`config.mk`:
```
export PLATFORM = sky130hd
export DESIGN_NAME = reaction_trial_sequencer
export DESIGN_NICKNAME = d
export VERILOG_FILES = /design/src/rtl/reaction_trial_sequencer.sv
export SDC_FILE = /design/constraint.sdc
export NUM_CORES = 1
export LEC_CHECK = 0
export BUFFER_PORTS_ARGS = -buffer_cell sky130_fd_sc_hd__buf_2
export CAP_MARGIN = 20
export CELL_PAD_IN_SITES_DETAIL_PLACEMENT = 1
export CELL_PAD_IN_SITES_GLOBAL_PLACEMENT = 1
export CORE_UTILIZATION = 46
export CTS_CLUSTER_SIZE = 16
export DETAILED_ROUTE_END_ITERATION = 10
export PLACE_DENSITY = 0.83
export SETUP_SLACK_MARGIN = 0.4
export SLEW_MARGIN = 20
export SYNTH_ARGS = -nofsm -noshare
export SYNTH_HDL_FRONTEND = slang
export SYNTH_SLANG_ARGS = --single-unit
```
`constraint.sdc`:
```
create_clock -name clock -period 5.7 [get_ports clock]
set_input_delay 1.71 -clock clock [delete_from_list [all_inputs] [get_ports clock]]
set_output_delay 1.71 -clock clock [all_outputs]
set_load 0.02 [all_outputs]
```
`src/rtl/reaction_trial_sequencer.sv`:
```
// rtl/reaction_trial_sequencer.sv - one reaction-time trial: random wait, stimulus, timed response, best score
// The prescaler restarts on entry to WAIT and TIMING so every phase starts on a whole-tick boundary.
module reaction_trial_sequencer #(
  parameter int TICK_DIV         = 50000,
  parameter int MIN_DELAY_MS     = 1000,
  parameter int DELAY_RANGE_BITS = 11,
  parameter int TIMEOUT_MS       = 9999,
  parameter int COUNT_W          = 14
) (
  input  logic               clock,
  input  logic               reset,
  input  logic               start_button,
  input  logic               stop_button,
  input  logic               clear_best,
  output logic               led,
  output logic               timer_trigger,
  output logic               result_valid,
  output logic               early_fault,
  output logic               timeout,
  output logic               busy,
  output logic [COUNT_W-1:0] elapsed,
  output logic [COUNT_W-1:0] best,
  output logic [2:0]         state
);

  localparam logic [2:0] S_IDLE    = 3'b000;
  localparam logic [2:0] S_WAIT    = 3'b001;
  localparam logic [2:0] S_TIMING  = 3'b010;
  localparam logic [2:0] S_DONE    = 3'b011;
  localparam logic [2:0] S_EARLY   = 3'b100;
  localparam logic [2:0] S_TIMEOUT = 3'b101;

  localparam int PRESC_W = (TICK_DIV > 1) ? $clog2(TICK_DIV) : 1;
  localparam int DELAY_W = $clog2(MIN_DELAY_MS + (1 << DELAY_RANGE_BITS)) + 1;

  logic [2:0]         state_q, state_d;
  logic               start_prev, stop_prev;
  logic               start_rise, stop_rise;
  logic [PRESC_W-1:0] presc;
  logic               tick;
  logic [15:0]        lfsr;
  logic               lfsr_fb;
  logic [DELAY_W-1:0] delay_cnt;
  logic [COUNT_W-1:0] elapsed_q, best_q, elapsed_inc;
  logic               enter_wait, enter_timing, enter_done;

  assign start_rise   = start_button & ~start_prev;
  assign stop_rise    = stop_button & ~stop_prev;
  assign tick         = (presc == PRESC_W'(TICK_DIV - 1));
  assign lfsr_fb      = lfsr[15] ^ lfsr[13] ^ lfsr[12] ^ lfsr[10];
  assign elapsed_inc  = elapsed_q + COUNT_W'(1);
  assign enter_wait   = (state_d == S_WAIT)   && (state_q != S_WAIT);
  assign enter_timing = (state_d == S_TIMING) && (state_q != S_TIMING);
  assign enter_done   = (state_d == S_DONE)   && (state_q != S_DONE);

  always_ff @(posedge clock or posedge reset) begin
    if (reset) state_q <= S_IDLE;
    else       state_q <= state_d;
  end

  always_comb begin
    state_d = state_q;
    case (state_q)
      S_IDLE, S_DONE, S_EARLY, S_TIMEOUT: if (start_rise) state_d = S_WAIT;
      S_WAIT: begin
        if (stop_rise)                                   state_d = S_EARLY;
        else if (tick && delay_cnt == DELAY_W'(1))       state_d = S_TIMING;
      end
      S_TIMING: begin
        if (stop_rise)                                   state_d = S_DONE;
        else if (tick && elapsed_inc == COUNT_W'(TIMEOUT_MS)) state_d = S_TIMEOUT;
      end
      default: state_d = S_IDLE;
    endcase
  end

  always_comb begin
    led         = (state_q == S_TIMING);
    early_fault = (state_q == S_EARLY);
    timeout     = (state_q == S_TIMEOUT);
    busy        = (state_q == S_WAIT) || (state_q == S_TIMING);
    elapsed     = elapsed_q;
    best        = best_q;
    state       = state_q;
  end

  always_ff @(posedge clock or posedge reset) begin
    if (reset) begin
      start_prev    <= 1'b0;
      stop_prev     <= 1'b0;
      presc         <= '0;
      lfsr          <= 16'hACE1;
      delay_cnt     <= '0;
      elapsed_q     <= '0;
      best_q        <= '1;
      timer_trigger <= 1'b0;
      result_valid  <= 1'b0;
    end else begin
      start_prev    <= start_button;
      stop_prev     <= stop_button;
      lfsr          <= {lfsr[14:0], lfsr_fb};
      timer_trigger <= enter_timing;
      result_valid  <= enter_done;

      if (enter_wait || enter_timing || tick) presc <= '0;
      else                                    presc <= presc + PRESC_W'(1);

      if (enter_wait) begin
        delay_cnt <= DELAY_W'(MIN_DELAY_MS) + DELAY_W'(lfsr[DELAY_RANGE_BITS-1:0]);
        elapsed_q <= '0;
      end else begin
        if (state_q == S_WAIT && !stop_rise && tick && delay_cnt != DELAY_W'(1))
          delay_cnt <= delay_cnt - DELAY_W'(1);
        if (state_q == S_TIMING && !stop_rise && tick)
          elapsed_q <= elapsed_inc;
      end

      // A clear on the same edge as a finished trial discards that result.
      if (clear_best)
        best_q <= '1;
      else if (state_q == S_TIMING && stop_rise && elapsed_q < best_q)
        best_q <= elapsed_q;
    end
  end

endmodule
```
# Word level (Yosys, flattened, before mapping)
# Cells that the tools add are included.
# op_classes
n_addsub	4
multipliers	0
div_mod_pow	0
n_lt_le_gt_ge	1
eq_ne	15
n_shift	0
muxes	13
bitwise	7
n_reduce_logical	21
# op_table
operator	n
14-bit 2-to-1 mux	4
13-bit 2-to-1 mux	2
16-bit by 1-bit adder with 16-bit output (second input constant)	1
16-bit == test (second input constant)	1
16-bit 2-to-1 mux	1
3-bit 2-to-1 mux	5
14-bit by 1-bit adder with 14-bit output (second input constant)	1
14-bit == test (second input constant)	1
14-bit < comparator	1
13-bit by 1-bit == test with 1-bit output (second input constant)	1
13-bit by 1-bit != test with 1-bit output (second input constant)	1
13-bit by 1-bit subtractor with 13-bit output (second input constant)	1
10-bit by 11-bit adder with 12-bit output (first input constant)	1
3-bit by 2-bit == test with 1-bit output (second input constant)	4
1-bit logical AND	12
3-bit one-hot mux with 3 select lines	1
3-bit by 1-bit == test with 1-bit output (second input constant)	2
3-bit == test (second input constant)	2
3-bit by 2-bit != test with 1-bit output (second input constant)	2
2-bit nonzero test	3
4-bit OR reduction	1
3-bit logical NOT	1
1-bit logical OR	3
3-bit by 1-bit != test with 1-bit output (second input constant)	1
other kinds (4)	8
# totals
ff_bits	80
latchBits	0
mem_bits_rw	0
romBits	0
in_bits	5
output_inout_bits	37
wordCells	71
mem_count	0

# Logic depth before layout (Yosys ltp)
# Gate-level depths: netlist of the first run.
# logic_depth
word_depth	11
mapped_depth	10
depth_no_buf	8

# Worst setup path after synthesis of the first run
# Ideal clock, no wire load.
# synth_path
path_type	input to register
from	input stop_button
to	register best_q[0] (netlist: best[0])
setup_time_ns	0.075
t_arrival_ns	3.251
required_time_ns	5.625
path_slack_ns	2.374
cell_stages	8
path_buffers	3
path_cell_list	nor2b_1 -> clkbuf_1 -> nand2_1 -> nor2_1 -> nor4bb_1 -> clkbuf_1 -> buf_2 -> mux2i_1
# synth_via
elab_chain_cells	4
# synth_lines
item	line_no	source
from (decl)	13	input logic stop_button,
1-bit bitwise AND	48	assign stop_rise = stop_button & ~stop_prev;
1-bit logical AND (2 in a row)	121	else if (state_q == S_TIMING && stop_rise && elapsed_q < best_q)
2-bit nonzero test (no source line)	-	
to (signal assigned)	122	best_q <= elapsed_q;
to (decl)	44	logic [COUNT_W-1:0] elapsed_q, best_q, elapsed_inc;
# No other way between the ends.
# A chain may end at the register's enable or synchronous reset.

# Final worst setup path of the first run
# Ends and elaborated chain as after synthesis.

==> results of run 1 <==
-- worst reg2reg max path: cells and delay by family (launching register included) --
kind	cells	cell delay (ns)
and+or+nand+nor	3	1.40
AOI/OAI and AO/OA	3	0.59
DFF	1	0.56
adders and majority gates	1	0.26
-- final cells by class --
type                    count  area (sq um)  area share
multi-input cells         339          2275      0.4544
clock inverters             5         55.05     0.01100
clock buffers              11         151.4     0.03024
repair buffers             44         231.5     0.04624
flip-flops and latches     80          2029      0.4054
inverters                  27         102.6     0.02049
well taps                 129         161.4     0.03224
-- state kept, by name, summed over array words and instances, names as in the netlist, 3 cells and up --
register	count
state	3
delay_cnt	13
presc	16
best	14
lfsr	16
elapsed	14
-- worst min path at each step --
stage / from / to / depth (start not counted)
5_1_grt: lfsr[14]$_DFF_PP0_ / lfsr[15]$_DFF_PP1_ / 0
2_1_floorplan: lfsr[14]$_DFF_PP0_ / lfsr[15]$_DFF_PP1_ / 0
6_report: lfsr[14]$_DFF_PP0_ / lfsr[15]$_DFF_PP1_ / 0
3_3_place_gp: lfsr[14]$_DFF_PP0_ / lfsr[15]$_DFF_PP1_ / 0
4_1_cts: lfsr[14]$_DFF_PP0_ / lfsr[15]$_DFF_PP1_ / 0
3_5_place_dp: lfsr[14]$_DFF_PP0_ / lfsr[15]$_DFF_PP1_ / 0
-- routing by layer --
layer  vias to the layer above  GRT usage  wire length (um)
li1                       1684          -                 -
met1                      1878     0.3124              5230
met2                        63     0.4110              5737
met3                        20    0.03051               241
met4                         0    0.09142               212
met5                         -          0                 0
-- cell usage after synthesis (9+ instances only) --
library cell	n	share of area
sky130_fd_sc_hd__dfstp_2	22	0.13
sky130_fd_sc_hd__nor2_1	76	0.063
sky130_fd_sc_hd__inv_1	27	0.023
sky130_fd_sc_hd__mux2i_1	16	0.036
sky130_fd_sc_hd__nand3_1	15	0.017
sky130_fd_sc_hd__o21ai_0	16	0.018
sky130_fd_sc_hd__nor3_1	10	0.011
sky130_fd_sc_hd__nand2_1	26	0.022
sky130_fd_sc_hd__xnor2_1	30	0.058
sky130_fd_sc_hd__dfrtp_1	58	0.32
sky130_fd_sc_hd__ha_1	19	0.053
sky130_fd_sc_hd__and3_1	9	0.013
sky130_fd_sc_hd__a21oi_1	10	0.011
sky130_fd_sc_hd__xor2_1	16	0.031
sky130_fd_sc_hd__clkbuf_1	24	0.020
-- per-stage QoR --
stage	setup slack, ns	cell area (sq um)	power [mW]	instances	hold slack (ns)
2_1_floorplan	1.975	4496	0.7854	473	0.3330
3_3_place_gp	1.700	4788	0.8273	618	0.3372
3_5_place_dp	1.561	4788	0.8412	618	0.3483
4_1_cts	1.914	4995	1.277	634	0.3793
5_1_grt	1.974	5006	1.330	635	0.3913
6_report	2.104	5006	1.271	635	0.3683
-- where the power goes --
part           switching, mW  internal, mW  total, mW
Sequential            0.0478         0.606      0.654
Combinational          0.109        0.0701      0.179
Clock                  0.213         0.225      0.438
-- cell families (layout without fill, tap and decap cells) --
group | Yosys count | after routing | synth area share
AO/OA/AOI/OAI | 56 | 56 | 0.08211
XOR/XNOR | 46 | 46 | 0.08962
adder cells (fa/ha/maj) | 19 | 19 | 0.05288
buffers and inverters | 54 | 87 | 0.04592
flip-flops | 80 | 80 | 0.4514
multiplexers | 17 | 17 | 0.03813
AND/OR/NAND/NOR | 201 | 201 | 0.2399
==> flow_summary.yaml, run 1 <==
outcome:
  status: "completed"
drt:
  detailedRoute.firstIterationViolations: 163
  number_of_vias_in_the_routed_layout: 3645
  vias_per_cell: 5.740
  routedWlPerCell_um: 17.99
  firstDrtPassIters: 4
  remaining_drc_errors: 0
  wirelength_mm: 11.42
  remaining_antenna_violation_count_after_routing: 0
placed_design:
  globalplace.congestion: 0.7737
  hpwlAfterDp_mm: 7.934
  place.port_buffers: 41
critical_path:
  cp_data_arrival_time_ns: 3.87
  cp_slowest_cell: "sky130_fd_sc_hd__nor2b_1"
  critPathCaptureType: "flop"
  critical_path.max_stage_delay_ns: 0.65
  cp-startpoint: "stop_button"
  worst-setup-path-type: "in2reg"
  capture_point_of_the_critical_path: "best[0]$_DFFE_PP1P_"
  r2r-end: "state[2]$_DFF_PP0_"
  worst_ep_required_time_ns: 5.98
  reg2reg_from: "elapsed[1]$_DFFE_PP0P_"
  timing.critical_path.cells: "buf_2, nor2b_1, nand2_1, nor2_1, nor4bb_4, buf_6, mux2i_1"
  crit_family: "simple AND/OR/NAND/NOR gates"
  crit_path_start_kind: "input port"
  ff2ff_setup_slack_ns: 2.79
  number_of_cells_on_the_critical_path: 7
  r2r.worst_path.cells: 7
  critPathBufInv: 2
  cp_max_fo: 11
timing:
  maxClockFrequency_mhz: 278.1
  final_period_minus_worst_setup_slack_ns: 3.596
  grt_setup_unrepaired: "false"
  slew_at_the_pin_closest_to_its_max_slew_limit_ns: 1.069
  timing.setup.tns_ns: 0
  fin_skew_ns: 0.01278
  fin_max_slew_vios: 0
  timing.final.crit_share: 0.6309
  finalHoldViolations: 0
  setup_violations: 0
  slew_headroom: 0.2806
layout:
  antenna_cells: 0
  syn2layout_area_growth_pct: 11.36
  num-nets-final: 525
  layout.cells.most_common_list: "sky130_fd_sc_hd__nor2_1, sky130_fd_sc_hd__dfrtp_1, sky130_fd_sc_hd__buf_2"
  final_common_cell: "sky130_fd_sc_hd__nor2_1"
  fraction_of_layout_cells_with_a_size_suffix_above_1: 0.1996
  post-route-util: 0.5342
  filler_cell_count: 1120
clocking:
  tritoncts: "yes"
  cts-buffers-inserted: 9
  cts_setup_buffers: 0
  cts.sink_count: 80
  h-tree-depth: 3
  ctsHoldBuffers: 0
  max-clock-path-buffers: 2
  clockRootBuffer: "sky130_fd_sc_hd__clkbuf_8"
  clk_transition_reported_paths_ns: 0.09
  ctsResizeCount: 0
  insertion_delay_ns: 0.35
pwr:
  pd_cells_nw_per_um2: 253.8
  power.static_leakage_nw: 2.277
  irDropWorstVdd_mv: 0.1268
floorplanning:
  start_util: 0.4797
  core_region_area_sq_um: 9371
  top_level_pins: 42
  fp.dieArea_sq_um: 10170
  die_height_um: 100.9
  die_width_um: 100.9
  num_rows: 35
synthesis:
  synth_ff_type: "sky130_fd_sc_hd__dfrtp_1"
  netlist-cell-type-count: 64
  synthCells: 473
  netlist_area_sq_um: 4496
  syn-mean-instance-area_sq_um: 9.504
  synth_warnings: 0
  synth-async-reset-ratio: 1.000
  postSynthRegisterBits: 80
  ys_seq_area_frac: 0.4514
  synth-edff-count: 0
  mappedNetlistNets: 497
min_path:
  holdCritPathClass: "reg2reg"
grt:
  grt_pass1_wl_mm: 18.94
  overflow: 0
  grt.total_usage: 0.2406
  grt_pass1_vias: 3787
  antenna_violations_before_repair: 0
  grt_start_max_net_pins: 44
run:
  maxCapViolCount: 0
No activity file was read; power rests on OpenSTA's default activity.
==> inputs of run 2 (changes only) <==
- CORE_UTILIZATION: 46 -> 42
- PLACE_DENSITY: 0.83 -> 0.8
- clock period: 5.7 -> 3.3 ns (I/O delays scaled with it)
==> run 2 against run 1 <==
Final cell count grew 1.6%. Non-clock buffer count grew 3. Worst setup slack lost 1.6 ns. Register-to-register slack lost 2.3 ns. Critical path type is now reg2reg. Largest power group unchanged.
==> flow_summary.yaml, run 2 (same netlist as run 1, synthesis figures left out) <==
outcome:
  status: "completed"
clocking:
  clockRootBuffer: "sky130_fd_sc_hd__clkbuf_8"
  h-tree-depth: 3
  cts.sink_count: 80
  clk_transition_reported_paths_ns: 0.09
  ctsHoldBuffers: 0
  insertion_delay_ns: 0.36
  tritoncts: "yes"
  ctsResizeCount: 0
  max-clock-path-buffers: 2
  cts_setup_buffers: 0
  cts-buffers-inserted: 9
critical_path:
  worst-setup-path-type: "reg2reg"
  cp_max_fo: 10
  critPathCaptureType: "flop"
  worst_ep_required_time_ns: 3.57
  critPathBufInv: 0
  cp-startpoint: "elapsed[1]$_DFFE_PP0P_"
  reg2reg_from: "elapsed[1]$_DFFE_PP0P_"
  cp_data_arrival_time_ns: 3.04
  cp_slowest_cell: "sky130_fd_sc_hd__or4b_2"
  timing.critical_path.cells: "ha_1, nand2_1, or4b_2, o31ai_1, o21ai_0, or3_1, o21ai_0"
  ff2ff_setup_slack_ns: 0.53
  crit_path_start_kind: "flop"
  crit_path_frequent_cell: "sky130_fd_sc_hd__o21ai_0"
  critical_path.max_stage_delay_ns: 0.63
  crit_family: "simple AND/OR/NAND/NOR gates"
drt:
  firstDrtPassIters: 4
  vias_per_cell: 5.498
  detailedRoute.firstIterationViolations: 141
  remaining_drc_errors: 0
  wirelength_mm: 10.82
  number_of_vias_in_the_routed_layout: 3546
  routedWlPerCell_um: 16.78
  remaining_antenna_violation_count_after_routing: 0
timing:
  slew_headroom: 0.3824
  timing.setup.tns_ns: 0
  fin_max_slew_vios: 0
  grt_setup_unrepaired: "false"
  slew_at_the_pin_closest_to_its_max_slew_limit_ns: 0.9180
  timing.final.crit_share: 0.8393
  maxClockFrequency_mhz: 361.1
  fin_skew_ns: 0.009176
  setup_violations: 0
  finalHoldViolations: 0
  final_period_minus_worst_setup_slack_ns: 2.770
placed_design:
  globalplace.congestion: 0.8227
  hpwlAfterDp_mm: 7.795
  dpl-instance-area_sq_um: 4842
  place.port_buffers: 41
pwr:
  clockPowerShare: 0.312
  comb_power_share: 0.149
  power.static_leakage_nw: 2.279
  seqPwrFrac: 0.539
  power.share.switching: 0.3038
  irDropWorstVdd_mv: 0.2132
  cell_internal_pwr_mw: 1.448
  total_switching_power_mw: 0.6320
  pd_cells_nw_per_um2: 414.2
floorplanning:
  core_region_area_sq_um: 10370
  fp.dieArea_sq_um: 11120
  die_width_um: 105.5
  start_util: 0.4335
  die_height_um: 105.5
  num_rows: 37
  top_level_pins: 42
layout:
  antenna_cells: 0
  fraction_of_layout_cells_with_a_size_suffix_above_1: 0.2063
  layout_top_registers: "lfsr (16), presc (16)"
  num-nets-final: 528
  final_common_cell: "sky130_fd_sc_hd__nor2_1"
  syn2layout_area_growth_pct: 11.72
  final_design_area_no_fill_sq_um: 5022
  layout.cells.most_common_list: "sky130_fd_sc_hd__nor2_1, sky130_fd_sc_hd__dfrtp_1, sky130_fd_sc_hd__buf_2"
grt:
  antenna_violations_before_repair: 0
  grt.total_usage: 0.2127
  overflow: 0
  grt_start_max_net_pins: 35
  grt_pass1_vias: 3737
  grt_pass1_wl_mm: 18.63
run:
  maxCapViolCount: 0
min_path:
  holdCritPathClass: "reg2reg"
  min_from: "lfsr[14]$_DFF_PP0_"
run 2: worst paths after layout:
check                                      end  depth (start not counted)
hold / removal              lfsr[15]$_DFF_PP1_                          0
max in group asynchronous    lfsr[5]$_DFF_PP1_                          3
hold reg to reg             lfsr[15]$_DFF_PP1_                          0
setup / recovery            state[2]$_DFF_PP0_                          7
min in group asynchronous  presc[10]$_DFF_PP0_                          2
setup reg to reg            state[2]$_DFF_PP0_                          7
run 2: final cells by class:
cell class	count	area, sq um
Fill cell	1206	5348
Multi-Input combinational cell	339	2281
Sequential cell	80	2031
Timing Repair Buffer	47	262.8
Tap cell	136	170.2
Clock buffer	10	127.6
Inverter	27	105.1
Clock inverter	6	45.04
run 2: power by group through the flow:
stage          Sequential [mW]  Clock [mW]  Combinational (mW)
6_report                  1.12       0.649               0.310
5_1_grt                   1.14       0.705               0.352
4_1_cts                   1.12       0.668               0.315
3_5_place_dp              1.14           0               0.311
3_3_place_gp              1.13           0               0.297
2_1_floorplan             1.12           0               0.235
run 2: routing by layer:
layer	up-vias	routed length (um)	track usage
li1	1694	-	-
met1	1797	5006	0.2789
met2	42	5390	0.3534
met3	13	268	0.04020
met4	0	159	0.06942
met5	-	0	0
run 2: through the flow:
step | util | worst slack (ns) | cells | power (mW) | hold WS, ns
2_1_floorplan | - | 0.6936 | 473 | 1.357 | 0.3330
3_3_place_gp | 0.4669 | 0.5165 | 629 | 1.431 | 0.3359
3_5_place_dp | 0.4669 | 0.3814 | 629 | 1.451 | 0.3593
4_1_cts | 0.4836 | 0.4534 | 645 | 2.104 | 0.3912
5_1_grt | 0.4843 | 0.4112 | 645 | 2.192 | 0.4005
6_report | 0.4843 | 0.5304 | 645 | 2.080 | 0.3856
==> inputs of run 3 (changes only) <==
- ABC_AREA: unset -> 1
- CORE_UTILIZATION: 42 -> 41
- clock period: 3.3 -> 2.53 ns (I/O delays scaled with it)
==> run 3 against run 2 <==
Combinational power rose to 6.9 times the previous value. Design area grew 25%. Core utilization up 9.3 points. Clock skew increased by 0.0071 ns. Critical path depth grew 10. Synthesized area is 2.5% higher. Hold slack lost 0.023 ns. Non-clock buffer count increased by 62. Sequential share of layout area shrank 7.9 points. Highest routed layer unchanged.
==> flow_summary.yaml, run 3 <==
outcome:
  status: "completed"
floorplanning:
  fp.dieArea_sq_um: 11660
  die_width_um: 108
  die_height_um: 108
  top_level_pins: 42
  start_util: 0.4231
  core_region_area_sq_um: 10890
  num_rows: 38
critical_path:
  cp_max_fo: 5
  worst_ep_required_time_ns: 2.85
  worst-setup-path-type: "reg2reg"
  critPathCaptureType: "flop"
  crit_path_start_kind: "flop"
  cp_data_arrival_time_ns: 2.81
layout:
  final_common_cell: "sky130_fd_sc_hd__nand2_1"
  antenna_cells: 0
  seq_area_sq_um: 2046
  num-nets-final: 696
  layout.cells.most_common_list: "sky130_fd_sc_hd__nand2_1, sky130_fd_sc_hd__inv_1, sky130_fd_sc_hd__buf_4"
  syn2layout_area_growth_pct: 36.53
  fraction_of_layout_cells_with_a_size_suffix_above_1: 0.4328
  multi_input_area_sq_um: 2756
  filler_cell_count: 1269
  layout_top_registers: "lfsr (16), presc (16)"
synthesis:
  syn-mean-instance-area_sq_um: 8.256
  synth-edff-count: 0
  post_synth_fa_ha_maj_area_fraction: 0.05160
  ys_seq_area_frac: 0.4405
  synth-xor-area-share: 0.03992
  postSynthRegisterBits: 80
  synth_warnings: 0
  synth_top_family_by_area: "simple AND/OR/NAND/NOR gates"
  library_cell_with_the_highest_instance_count_after_synthesis: "sky130_fd_sc_hd__nand2_1"
  yosys-top-cells-area: "sky130_fd_sc_hd__dfrtp_1, sky130_fd_sc_hd__dfstp_2, sky130_fd_sc_hd__nand2_1, sky130_fd_sc_hd__inv_1, sky130_fd_sc_hd__nor2_1"
  netlist-cell-type-count: 39
  synthSimpleGateAreaFrac: 0.3009
  synth-async-reset-ratio: 1.000
  post-synth-top-area-fraction: 0.3150
  synthCells: 558
  synth_compound_area_frac: 0.08582
  synth_ff_type: "sky130_fd_sc_hd__dfrtp_1"
  netlist_area_sq_um: 4607
  synth.cells.most_frequent: "sky130_fd_sc_hd__nand2_1, sky130_fd_sc_hd__inv_1, sky130_fd_sc_hd__nor2_1"
  synth_top_area_cell: "sky130_fd_sc_hd__dfrtp_1"
  mappedNetlistNets: 582
  muxShareOfSynthArea: 0.002173
placed_design:
  place_worst_setup_slack_ns: -0.0006721
  place.port_buffers: 41
  hpwlAfterDp_mm: 8.684
  globalplace.congestion: 0.7856
timing:
  finalHoldViolations: 0
  slew_at_the_pin_closest_to_its_max_slew_limit_ns: 0.6766
  slew_headroom: 0.5473
  setup_slack_ns: 0.03815
  timing.setup.tns_ns: 0
  timing.final.crit_share: 0.9849
  maxClockFrequency_mhz: 401.3
  fin_skew_ns: 0.01633
  fin_max_slew_vios: 0
  grt_setup_unrepaired: "true"
  final_period_minus_worst_setup_slack_ns: 2.492
  setup_violations: 0
drt:
  remaining_drc_errors: 0
  number_of_vias_in_the_routed_layout: 4368
  vias_per_cell: 5.346
  wirelength_mm: 15.10
  detailedRoute.firstIterationViolations: 198
  remaining_antenna_violation_count_after_routing: 0
  routedWlPerCell_um: 18.49
  firstDrtPassIters: 4
run:
  maxCapViolCount: 0
clocking:
  clk_transition_reported_paths_ns: 0.09
  cts.sink_count: 80
  clockRootBuffer: "sky130_fd_sc_hd__clkbuf_8"
  max-clock-path-buffers: 2
  insertion_delay_ns: 0.38
  h-tree-depth: 3
  tritoncts: "yes"
  cts-buffers-inserted: 9
grt:
  grt_start_max_net_pins: 65
  overflow: 0
  antenna_violations_before_repair: 0
  grt_pass1_vias: 4538
  grt.total_usage: 0.2444
  grt_pass1_wl_mm: 22.03
pwr:
  irDropWorstVdd_mv: 0.4772
  pd_cells_nw_per_um2: 752.3
  power.static_leakage_nw: 3.006
min_path:
  holdCritPathClass: "reg2reg"
## run 3: changes by cell type in the layout (fill, tap and decap cells not counted), sizes merged, moves of 10 or more
cell / before / now
nor3: 10 / 20
mux2i: 16 / 1
inv: 27 / 75
nand3: 15 / 42
nand2: 26 / 107
o21ai: 17 / 48
and3: 11 / 1
buf: 47 / 109
xnor2: 30 / 6
## run 3: repair_timing
action / 4_1_cts / 5_1_grt
hold buffers: 0 / 0
resized for setup: 75 / 89
setup buffers: 20 / 21
setup endpoints to repair: 60 / 62
cloned: 6 / 0
pin swaps: 25 / 20
## run 3: stage by stage
stage          area [sq um]  hold slack (ns)  utilization  power, mW  instances
5_1_grt                6290           0.3762       0.5777      4.966        817
4_1_cts                5814           0.3657       0.5340      4.430        796
2_1_floorplan          4643           0.3330            -      2.595        558
3_5_place_dp           5156           0.3453       0.4736      2.945        754
3_3_place_gp           5156           0.3365       0.4736      2.851        754
6_report               6290           0.3621       0.5777      4.732        817
## run 3: where the power goes
part	internal, mW	total [mW]	switching, mW
combinational	0.941	2.15	1.21
clock	0.455	0.966	0.511
sequential	1.45	1.61	0.165
total	2.84	4.73	1.89
## run 3: layer usage
layer	up-vias	track usage	wire [um]
met3	35	0.03436	322
li1	2049	-	-
met5	-	0	0
met2	77	0.4495	8239
met1	2207	0.2832	6093
met4	0	0.09883	448
## run 3: cell type report
type,count,area share
inverters,76,0.04635
multi-input cells,396,0.4382
repair buffers,109,0.1323
clock buffers,11,0.02089
flip-flops and latches,80,0.3252
clock inverters,5,0.009151
well taps,140,0.02785
## run 3: cell families (layout without fill, tap and decap cells)
logic type      after synthesis  in the layout
xor+xnor                     21             21
buf+inv                      86            201
mux                           1              1
fa+ha+maj                    19             19
flops                        80             80
simple gates                277            278
compound gates               74             77
## run 3: worst max-delay path, cell delays in order (launching register included)
cell and delay (ns):
sky130_fd_sc_hd__dfrtp_1 0.38, sky130_fd_sc_hd__ha_2 0.21, sky130_fd_sc_hd__nand2_2 0.09, sky130_fd_sc_hd__nor2_2 0.13
sky130_fd_sc_hd__nand4_1 0.11, sky130_fd_sc_hd__nor2_2 0.13, sky130_fd_sc_hd__buf_4 0.14, sky130_fd_sc_hd__nand3_2 0.07
sky130_fd_sc_hd__nor2_4 0.13, sky130_fd_sc_hd__nand3_2 0.10, sky130_fd_sc_hd__nand2_2 0.08, sky130_fd_sc_hd__nand2_2 0.08
sky130_fd_sc_hd__nand2_4 0.10, sky130_fd_sc_hd__nand4_4 0.20, sky130_fd_sc_hd__buf_6 0.19, sky130_fd_sc_hd__o21ai_0 0.10
sky130_fd_sc_hd__nand2_1 0.10, sky130_fd_sc_hd__nand2_1 0.09
## run 3: path summary, 6_finish.rpt
path	cells after the start	to	start	slack, ns
min reg2reg	0	lfsr[15]$_DFF_PP1_	lfsr[14]$_DFF_PP0_	0.36
max in group asynchronous	3	lfsr[10]$_DFF_PP1_	reset	1.43
max reg2reg	17	delay_cnt[4]$_DFFE_PP0P_	presc[1]$_DFF_PP0_	0.04
min in group asynchronous	2	result_valid$_DFF_PP0_	reset	0.37
min	0	lfsr[15]$_DFF_PP1_	lfsr[14]$_DFF_PP0_	0.36
max	17	delay_cnt[4]$_DFFE_PP0P_	presc[1]$_DFF_PP0_	0.04
